File: config.mk
export PLATFORM = sky130hd
export DESIGN_NAME = svfloat_div_stream_flat
export DESIGN_NICKNAME = d
export VERILOG_FILES = /design/src/rtl/svfloat_div_stream_pkg.sv /design/src/rtl/svfloat_div_stream_if.sv /design/src/rtl/svfloat_sync_fifo.sv /design/src/rtl/svfloat_div_stream.sv /design/src/flat_wrapper.sv
export SDC_FILE = /design/constraint.sdc
export NUM_CORES = 1
export LEC_CHECK = 0
export ABC_AREA = 1
export BUFFER_PORTS_ARGS = -buffer_cell sky130_fd_sc_hd__buf_2
export CAP_MARGIN = 30
export CELL_PAD_IN_SITES_DETAIL_PLACEMENT = 0
export CELL_PAD_IN_SITES_GLOBAL_PLACEMENT = 1
export CORE_MARGIN = 5
export CORE_UTILIZATION = 43
export CTS_CLUSTER_SIZE = 40
export DETAILED_ROUTE_END_ITERATION = 16
export PLACE_DENSITY_LB_ADDON = 0.1
export SLEW_MARGIN = 20
export SYNTH_ARGS = -nofsm -noshare
export SYNTH_HDL_FRONTEND = slang
export SYNTH_HIERARCHICAL = 1
export SYNTH_SLANG_ARGS = --single-unit
File: constraint.sdc
create_clock -name clk -period 5.1 [get_ports clk]
set_input_delay 1.02 -clock clk [delete_from_list [all_inputs] [get_ports clk]]
set_output_delay 1.02 -clock clk [all_outputs]
set_load 0.01 [all_outputs]
File: src/rtl/svfloat_div_stream_pkg.sv
// Shared float type and sizing helper for the streaming divider wrapper.
package svfloat_div_stream_pkg;

  typedef struct packed {
    logic        sign;
    logic [7:0]  exp;
    logic [22:0] man;
  } float32;

  // Counter width able to hold 0..depth inclusive.
  function automatic int cnt_w(input int depth);
    return $clog2(depth) + 1;
  endfunction

endpackage

File: src/rtl/svfloat_div_stream_if.sv
// Upstream operand / downstream result handshake bundle for svfloat_div_stream.
interface svfloat_div_stream_if #(
  parameter int W = 32
);
  logic         in_valid;
  logic         in_ready;
  logic [W-1:0] in_lhs;
  logic [W-1:0] in_rhs;
  logic         out_valid;
  logic         out_ready;
  logic [W-1:0] out_res;

  modport master (
    output in_valid, in_lhs, in_rhs, out_ready,
    input  in_ready, out_valid, out_res
  );

  modport slave (
    input  in_valid, in_lhs, in_rhs, out_ready,
    output in_ready, out_valid, out_res
  );
endinterface

File: src/rtl/svfloat_sync_fifo.sv
// Synchronous FIFO with a separate occupancy count so full and empty never alias.
module svfloat_sync_fifo
  import svfloat_div_stream_pkg::*;
#(
  parameter type T     = float32,
  parameter int  DEPTH = 4,
  localparam int AW    = $clog2(DEPTH),
  localparam int CW    = cnt_w(DEPTH)
) (
  input  logic          clk,
  input  logic          rst_n,
  input  logic          push,
  input  logic          pop,
  input  T              wdata,
  output T              rdata,
  output logic [CW-1:0] count
);

  T              mem_q [DEPTH];
  T              mem_d [DEPTH];
  logic [AW-1:0] wr_ptr_q, wr_ptr_d;
  logic [AW-1:0] rd_ptr_q, rd_ptr_d;
  logic [CW-1:0] count_q, count_d;
  logic          do_pop;

  always_comb begin
    mem_d    = mem_q;
    wr_ptr_d = wr_ptr_q;
    rd_ptr_d = rd_ptr_q;
    do_pop   = pop && (count_q != '0);
    if (push) begin
      mem_d[wr_ptr_q] = wdata;
      wr_ptr_d        = wr_ptr_q + AW'(1);
    end
    if (do_pop) begin
      rd_ptr_d = rd_ptr_q + AW'(1);
    end
    count_d = count_q + CW'(push) - CW'(do_pop);
  end

  always_ff @(posedge clk or negedge rst_n) begin
    if (!rst_n) begin
      for (int i = 0; i < DEPTH; i++) begin
        mem_q[i] <= '0;
      end
      wr_ptr_q <= '0;
      rd_ptr_q <= '0;
      count_q  <= '0;
    end else begin
      mem_q    <= mem_d;
      wr_ptr_q <= wr_ptr_d;
      rd_ptr_q <= rd_ptr_d;
      count_q  <= count_d;
    end
  end

  assign rdata = mem_q[rd_ptr_q];
  assign count = count_q;

endmodule

File: src/rtl/svfloat_div_stream.sv
// Valid/ready wrapper around a fixed-latency, stall-free divider: operand registers,
// in-flight tracking, and a credit-protected result FIFO.
module svfloat_div_stream
  import svfloat_div_stream_pkg::*;
#(
  parameter type float       = float32,
  parameter int  div_latency = 0,
  parameter int  fifo_depth  = 4,
  localparam int VW          = div_latency + 1,
  localparam int OW          = cnt_w(fifo_depth)
) (
  input  logic                 clk,
  input  logic                 rst_n,
  svfloat_div_stream_if.slave  bus,
  output float                 div_lhs,
  output float                 div_rhs,
  input  float                 div_res,
  output logic [OW-1:0]        occupancy
);

  float          lhs_q, lhs_d;
  float          rhs_q, rhs_d;
  logic [VW-1:0] vld_q, vld_d;
  logic [OW-1:0] occ_q, occ_d;
  logic          rdy_en_q, rdy_en_d;
  logic          accept;
  logic          pop;
  logic          push;
  logic [OW-1:0] fifo_count;
  float          fifo_rdata;

  // Occupancy counts every op from accept until pop, so the FIFO always has room
  // for everything still travelling through the divider.
  assign bus.in_ready  = rdy_en_q && (occ_q < OW'(fifo_depth));
  assign bus.out_valid = (fifo_count != '0);
  assign bus.out_res   = fifo_rdata;

  always_comb begin
    accept   = bus.in_valid && bus.in_ready;
    pop      = bus.out_valid && bus.out_ready;
    push     = vld_q[div_latency];
    rdy_en_d = 1'b1;
    lhs_d    = lhs_q;
    rhs_d    = rhs_q;
    if (accept) begin
      lhs_d = bus.in_lhs;
      rhs_d = bus.in_rhs;
    end
    vld_d = (vld_q << 1) | VW'(accept);
    occ_d = occ_q + OW'(accept) - OW'(pop);
  end

  always_ff @(posedge clk or negedge rst_n) begin
    if (!rst_n) begin
      lhs_q    <= '0;
      rhs_q    <= '0;
      vld_q    <= '0;
      occ_q    <= '0;
      rdy_en_q <= 1'b0;
    end else begin
      lhs_q    <= lhs_d;
      rhs_q    <= rhs_d;
      vld_q    <= vld_d;
      occ_q    <= occ_d;
      rdy_en_q <= rdy_en_d;
    end
  end

  svfloat_sync_fifo #(
    .T     (float),
    .DEPTH (fifo_depth)
  ) u_fifo (
    .clk   (clk),
    .rst_n (rst_n),
    .push  (push),
    .pop   (pop),
    .wdata (div_res),
    .rdata (fifo_rdata),
    .count (fifo_count)
  );

  assign div_lhs   = lhs_q;
  assign div_rhs   = rhs_q;
  assign occupancy = occ_q;

endmodule

File: src/flat_wrapper.sv
// flat-port wrapper written by rule: the top's interface ports become plain ports
module svfloat_div_stream_flat import svfloat_div_stream_pkg::*;
#(
  parameter type float       = float32,
  parameter int  div_latency = 0,
  parameter int  fifo_depth  = 4,
  localparam int VW          = div_latency + 1,
  localparam int OW          = cnt_w(fifo_depth)
)
  (clk, rst_n, div_lhs, div_rhs, div_res, occupancy, bus_in_valid, bus_in_lhs, bus_in_rhs, bus_out_ready, bus_in_ready, bus_out_valid, bus_out_res);
  svfloat_div_stream_if bus_i ();
  input  logic clk;
  input  logic rst_n;
  output float div_lhs;
  output float div_rhs;
  input  float div_res;
  output logic [OW-1:0] occupancy;
  input wire logic [$bits(bus_i.in_valid)-1:0] bus_in_valid;
  input wire logic [$bits(bus_i.in_lhs)-1:0] bus_in_lhs;
  input wire logic [$bits(bus_i.in_rhs)-1:0] bus_in_rhs;
  input wire logic [$bits(bus_i.out_ready)-1:0] bus_out_ready;
  output wire logic [$bits(bus_i.in_ready)-1:0] bus_in_ready;
  output wire logic [$bits(bus_i.out_valid)-1:0] bus_out_valid;
  output wire logic [$bits(bus_i.out_res)-1:0] bus_out_res;
  assign bus_i.in_valid = bus_in_valid;
  assign bus_i.in_lhs = bus_in_lhs;
  assign bus_i.in_rhs = bus_in_rhs;
  assign bus_i.out_ready = bus_out_ready;
  assign bus_in_ready = bus_i.in_ready;
  assign bus_out_valid = bus_i.out_valid;
  assign bus_out_res = bus_i.out_res;
  svfloat_div_stream #(.float(float), .div_latency(div_latency), .fifo_depth(fifo_depth)) u_core (.clk(clk), .rst_n(rst_n), .bus(bus_i), .div_lhs(div_lhs), .div_rhs(div_rhs), .div_res(div_res), .occupancy(occupancy));
endmodule
; Word-level counts from Yosys, hierarchy flattened
; Index checks and enable logic that the tools add are counted.
[totals]
wordCells = 48
output_inout_bits = 101
ff_bits = 204
[classes]
n_reduce_logical = 6
magnitude_cmp = 4
muxes = 6
n_bitwise = 2
addsub = 6
[op_table]
columns = cell, n
row1 = bitwise mux 128 bit, 1
row2 = 2-to-1 mux 32 bit, 3
row3 = binary-select mux 32 bit (select 2 bit), 1
row4 = demux 32 bit (select 2 bit), 1
row5 = adder 3 x 1 -> 3 bit, 2
row6 = >= comparator 3 bit (second input constant), 2
row7 = inverter 2 -> 3 bit, 2
row8 = subtractor 3 x 1 -> 3 bit, 2
row9 = logical AND 1 bit, 5
row10 = adder 2 x 1 -> 2 bit (second input constant), 2
row11 = < comparator 3 x 1 -> 1 bit (second input constant), 1
row12 = < comparator 3 bit (second input constant), 1
row13 = nonzero test 3 bit, 1

; Longest topological paths before layout
[logic_depth]
depth_word = 6
ltp_mapped = 12
mapped_depth_nobuf = 11

; By module
; Netlist, hierarchy kept.
[by_module_without_submodules]
columns = mod, area_per_inst_um2, cells_each, seq_area_each_um2, instances
row1 = svfloat_sync_fifo, 6216.0, 766, 3378.2, 1
row2 = svfloat_div_stream, 2816.5, 305, 1726.7, 1

; Worst setup path after synthesis
; OpenSTA, ideal clock, no wires.
[synth_timing]
path_type = input -> register
from = input port bus_out_ready
to = register u_core.u_fifo.count_q[2] (netlist: u_core/u_fifo/count[2])
required_time_ns = 4.983
arrival_time_ns = 2.461
path_buffers = 0
setup_ns = 0.117
stages = 10
setup_slack_ns = 2.523
path_cell_list = a21boi_0 -> nand2_1 -> inv_1 -> ha_1 -> inv_1 -> ha_1 -> fa_1 -> xor2_1 -> nand2_1 -> nand2_1
[synth_between]
elab_chain_cells = 3
[synth_rtl]
columns = item, line_no
row1 = "start, declared", flat_wrapper.sv:21  ; input wire logic [$bits(bus_i.out_ready)-1:0] bus_out_ready;
row2 = logical AND 1 bit, svfloat_div_stream.sv:40  ; pop = bus.out_valid && bus.out_ready;
row3 = logical AND 1 bit, svfloat_sync_fifo.sv:30  ; do_pop = pop && (count_q != '0);
row4 = named net u_core.u_fifo.do_pop, svfloat_sync_fifo.sv:24  ; logic do_pop;
row5 = subtractor 3 x 1 -> 3 bit, svfloat_sync_fifo.sv:38  ; count_d = count_q + CW'(push) - CW'(do_pop);
row6 = named net u_core.u_fifo.count_d[2], svfloat_sync_fifo.sv:23  ; logic [CW-1:0] count_q, count_d;
row7 = "end signal, assigned", svfloat_sync_fifo.sv:53  ; count_q <= count_d;
row8 = "end, declared", svfloat_sync_fifo.sv:23
; The timed path passes the listed nets, and every way through them passes these cells.
; A chain may end at the register's enable or synchronous reset.

; Worst setup path in the final report
[layout_timing]
from = register u_core.u_fifo.rd_ptr_q[1]
to = output port bus_out_res[30]
[layout_between]
elab_chain_cells = 4
[layout_rtl]
columns = item, line_no
row1 = "start, declared", svfloat_sync_fifo.sv:22  ; logic [AW-1:0] rd_ptr_q, rd_ptr_d;
row2 = "start signal, assigned", svfloat_sync_fifo.sv:52  ; rd_ptr_q <= rd_ptr_d;
row3 = inverter 2 -> 3 bit (not written as such), svfloat_sync_fifo.sv:57  ; assign rdata = mem_q[rd_ptr_q];
row4 = binary-select mux 32 bit (select 2 bit), svfloat_sync_fifo.sv:57
row5 = 2-to-1 mux 32 bit (not written as such) (2 in a row), svfloat_sync_fifo.sv:57
row6 = "end, declared", flat_wrapper.sv:24  ; output wire logic [$bits(bus_i.out_res)-1:0] bus_out_res;
; Every way passes these cells. The select of a mux whose other input is x is not followed.

==> results_dict.tcl <==
set metrics [dict create \
    critPathBufInv 3 \
    path_clk_slew_ps 60 \
    avgViaCountPerCell 4.728 \
    peakVddDrop_mv 0.3216 \
    nets 1347 \
    area.growth.synth_to_final_pct 19.96 \
    core_sq_um 20820 \
    yosysTopAreaCellShare_pct 56.52 \
    drive_above_1_share_pct 20.27 \
    hp-class "input pin to async pin" \
    ctsHoldBuffers 0 \
    drc_errors 0 \
    endpoint_kind "output port" \
    fillerInstances 2084 \
    drtPass1Iterations 4 \
    ant_nets 0 \
    grt_use_met3_pct 6.509 \
    skew_ps 7.265 \
    synth_fp_nets 1181 \
    routed_wl_microns 21960 \
    async_reset_ff_share_pct 100.0 \
    cts_resized 0 \
    path_class "register to output port" \
    grt_use_met1_pct 25.04 \
    synth_area_leader_cell "dfrtp_1" \
    fmax_ghz 0.3111 \
    worstMarginPinSlew_ps 738.2 \
    path_delay_family "buffers and inverters" \
    synth_most_common_cell "nand2_1" \
    overflow 0 \
    synth_area_per_cell_sq_um 8.434 \
    ys_warn_count 6 \
    netlist_area_sq_um 9032 \
    cp_slowest_stage_delay_ps 530 \
    wl_per_cell_microns 14.37 \
    cp_max_fo 44 \
    grt_setup_unrepaired "no" \
    diodes 0 \
    gp_congestion 0.7299 \
    synth_area_leaders "dfrtp_1 57%, nand2_1 15%, o21ai_0 5.8%" \
    h-tree-depth 1 \
    start_util_pct 43.38 \
    crit_chain "inv_2 > buf_4 > nor2_1 > o21ai_0 > nand2_1 > buf_2" \
    finalHoldViolations 0 \
    cts_tree "yes" \
    cp.arrival_ps 2190 \
    setup_viol 0 \
    clk_latency_ps 490 \
    clock_sinks 204 \
    start_kind "register" \
    cts_buffers 23 \
    r2r_slack_ps 2710 \
    fp.dieW_microns 154.9 \
    maxCapViolations 0 \
    num_rows 53 \
    cpMaxStageDelayCell "buf_4" \
    grt_use_total_pct 18.19 \
    min_period_ps 3214 \
    dp_hpwl_microns 13290 \
    required_ps 4080 \
    slew_violations 0 \
    ys_ff_latch 204 \
    cts-root-buf "clkbuf_16" \
    path_depth 6 \
    powerDensity_nw_per_um2 670.9 \
    synthDistinctLibCells 23 \
    antenna_found_initial 2 \
    fin_tns_setup_ps 0 \
    synth_ff_type "dfrtp_1" \
    die_y_microns 154.9 \
    dieArea_sq_um 24000 \
    cts_buffer_depth 3 \
    synth_edf_count 0 \
    finalCritPeriodShare_pct 63.02 \
    status "complete, no violations" \
    busiest_layer "met2" \
    grt_pass1_wl_microns 36520 \
    reg2regPathDepth 11 \
    vias 7224 \
    portBuffers 200 \
    drt_iter0_drc 382 \
    seq_area_frac_synth_pct 56.52 \
    ios 201 \
    grtUsageMet2_pct 28.31 \
    grt_max_degree 119 \
    first_global_vias 7200 \
    synth_common_cells "370 x nand2_1, 204 x dfrtp_1, 104 x o21ai_0" \
    fin_util_pct 52.04 \
    synthesis.instances 1071 \
    leakage_nw 5.947 \
    cts_setup_buffers 0 \
    slew_headroom_pct 50.74 \
]
## layer usage
layer / part of all wire [%] / vias to the layer above
met5: 0.096 / -
met4: 0.95 / 4
met3: 9.2 / 19
met2: 45 / 188
met1: 45 / 3310
li1: - / 3703
## placed cells by master, fill, tap and decap left out
cell type / netlist / routed
o21ai_0: 104 / 104
nand2_4: 4 / 4
buf_12: 0 / 1
nand3_2: 1 / 1
nand2_1: 370 / 370
nor2_1: 66 / 66
bufinv_16: 0 / 2
o21ai_1: 89 / 89
conb_1: 1 / 1
xnor2_1: 1 / 1
inv_1: 82 / 81
dfrtp_1: 204 / 203
fa_1: 2 / 2
buf_2: 39 / 199
clkbuf_1: 1 / 4
clkbuf_8: 0 / 7
ha_1: 8 / 8
xor2_1: 2 / 2
nor2_4: 0 / 1
a21boi_0: 1 / 1
nand3_1: 67 / 67
inv_6: 0 / 1
clkinv_2: 0 / 5
buf_4: 10 / 5
dfrtp_4: 0 / 1
buf_16: 0 / 2
clkbuf_16: 0 / 23
inv_2: 1 / 2
## sequential cells by signal, indices dropped and copies added, names as in the netlist
register / cells
u_core/div_rhs: 32
u_core/u_fifo/rd_ptr_q: 2
u_core/rdy_en_q: 1
u_core/u_fifo/count: 3
u_core/u_fifo/mem_q: 128
u_core/push: 1
u_core/occupancy: 3
u_core/div_lhs: 32
u_core/u_fifo/wr_ptr_q: 2
## final cells by class
| type | count | area, sq um | share of cell area, % |
|---|---|---|---|
| Tap cell | 275 | 344.1 | 3.176 |
| Timing Repair Buffer | 208 | 1122 | 10.36 |
| Clock inverter | 8 | 93.84 | 0.8661 |
| Sequential cell | 204 | 5109 | 47.15 |
| Clock buffer | 33 | 673.1 | 6.212 |
| Multi-Input combinational cell | 717 | 3182 | 29.36 |
| Inverter | 83 | 311.5 | 2.875 |
## kinds of logic (layout without fill, tap and decap cells)
| logic type | count (synthesis) | in the layout | share of synthesized area (%) |
|---|---|---|---|
| flip-flops | 204 | 204 | 56.52 |
| AND/OR/NAND/NOR | 509 | 509 | 22.51 |
| XOR/XNOR | 3 | 3 | 0.2910 |
| buffers and inverters | 150 | 332 | 8.311 |
| other | 1 | 1 | 0.04152 |
| adder cells (fa/ha/maj) | 10 | 10 | 1.552 |
| AO/OA/AOI/OAI | 194 | 194 | 10.78 |
## through the flow
step                      total power, mW  worst slack [ps]  hold slack (ps)  instances  instance area [sq um]
final                               7.270              1886            421.8       1528                  10840
after global routing                7.918              1709            421.0       1528                  10840
after global placement              5.604              2130            456.8       1485                  10010
after CTS                           7.362              1782            476.9       1526                  10780
after floorplan                     4.708              2523            441.4       1071                   9032
after detailed placement            5.656              2113            459.8       1485                  10010
## final timing paths
kind / from / end
setup / recovery: u_core/u_fifo/rd_ptr_q[1]$_DFFE_PN0P_ / bus_out_res[30]
hold / removal: rst_n / u_core/u_fifo/mem_q[13]$_DFFE_PN0P_
setup reg to reg: u_core/occupancy[2]$_DFF_PN0_ / u_core/occupancy[2]$_DFF_PN0_
hold reg to reg: u_core/div_rhs[2]$_DFFE_PN0P_ / u_core/div_rhs[2]$_DFFE_PN0P_
max in group asynchronous: rst_n / u_core/u_fifo/rd_ptr_q[0]$_DFFE_PN0P_
min in group clk: u_core/div_rhs[2]$_DFFE_PN0P_ / u_core/div_rhs[2]$_DFFE_PN0P_
## power by group
part | switching (mW) | total [mW] | internal, mW | leakage [nW]
registers | 0.430 | 2.86 | 2.43 | 2.46
logic | 1.68 | 2.75 | 1.08 | 3.11
clock network | 0.639 | 1.66 | 1.02 | 0.384
Power figures use the tool's default switching activity.
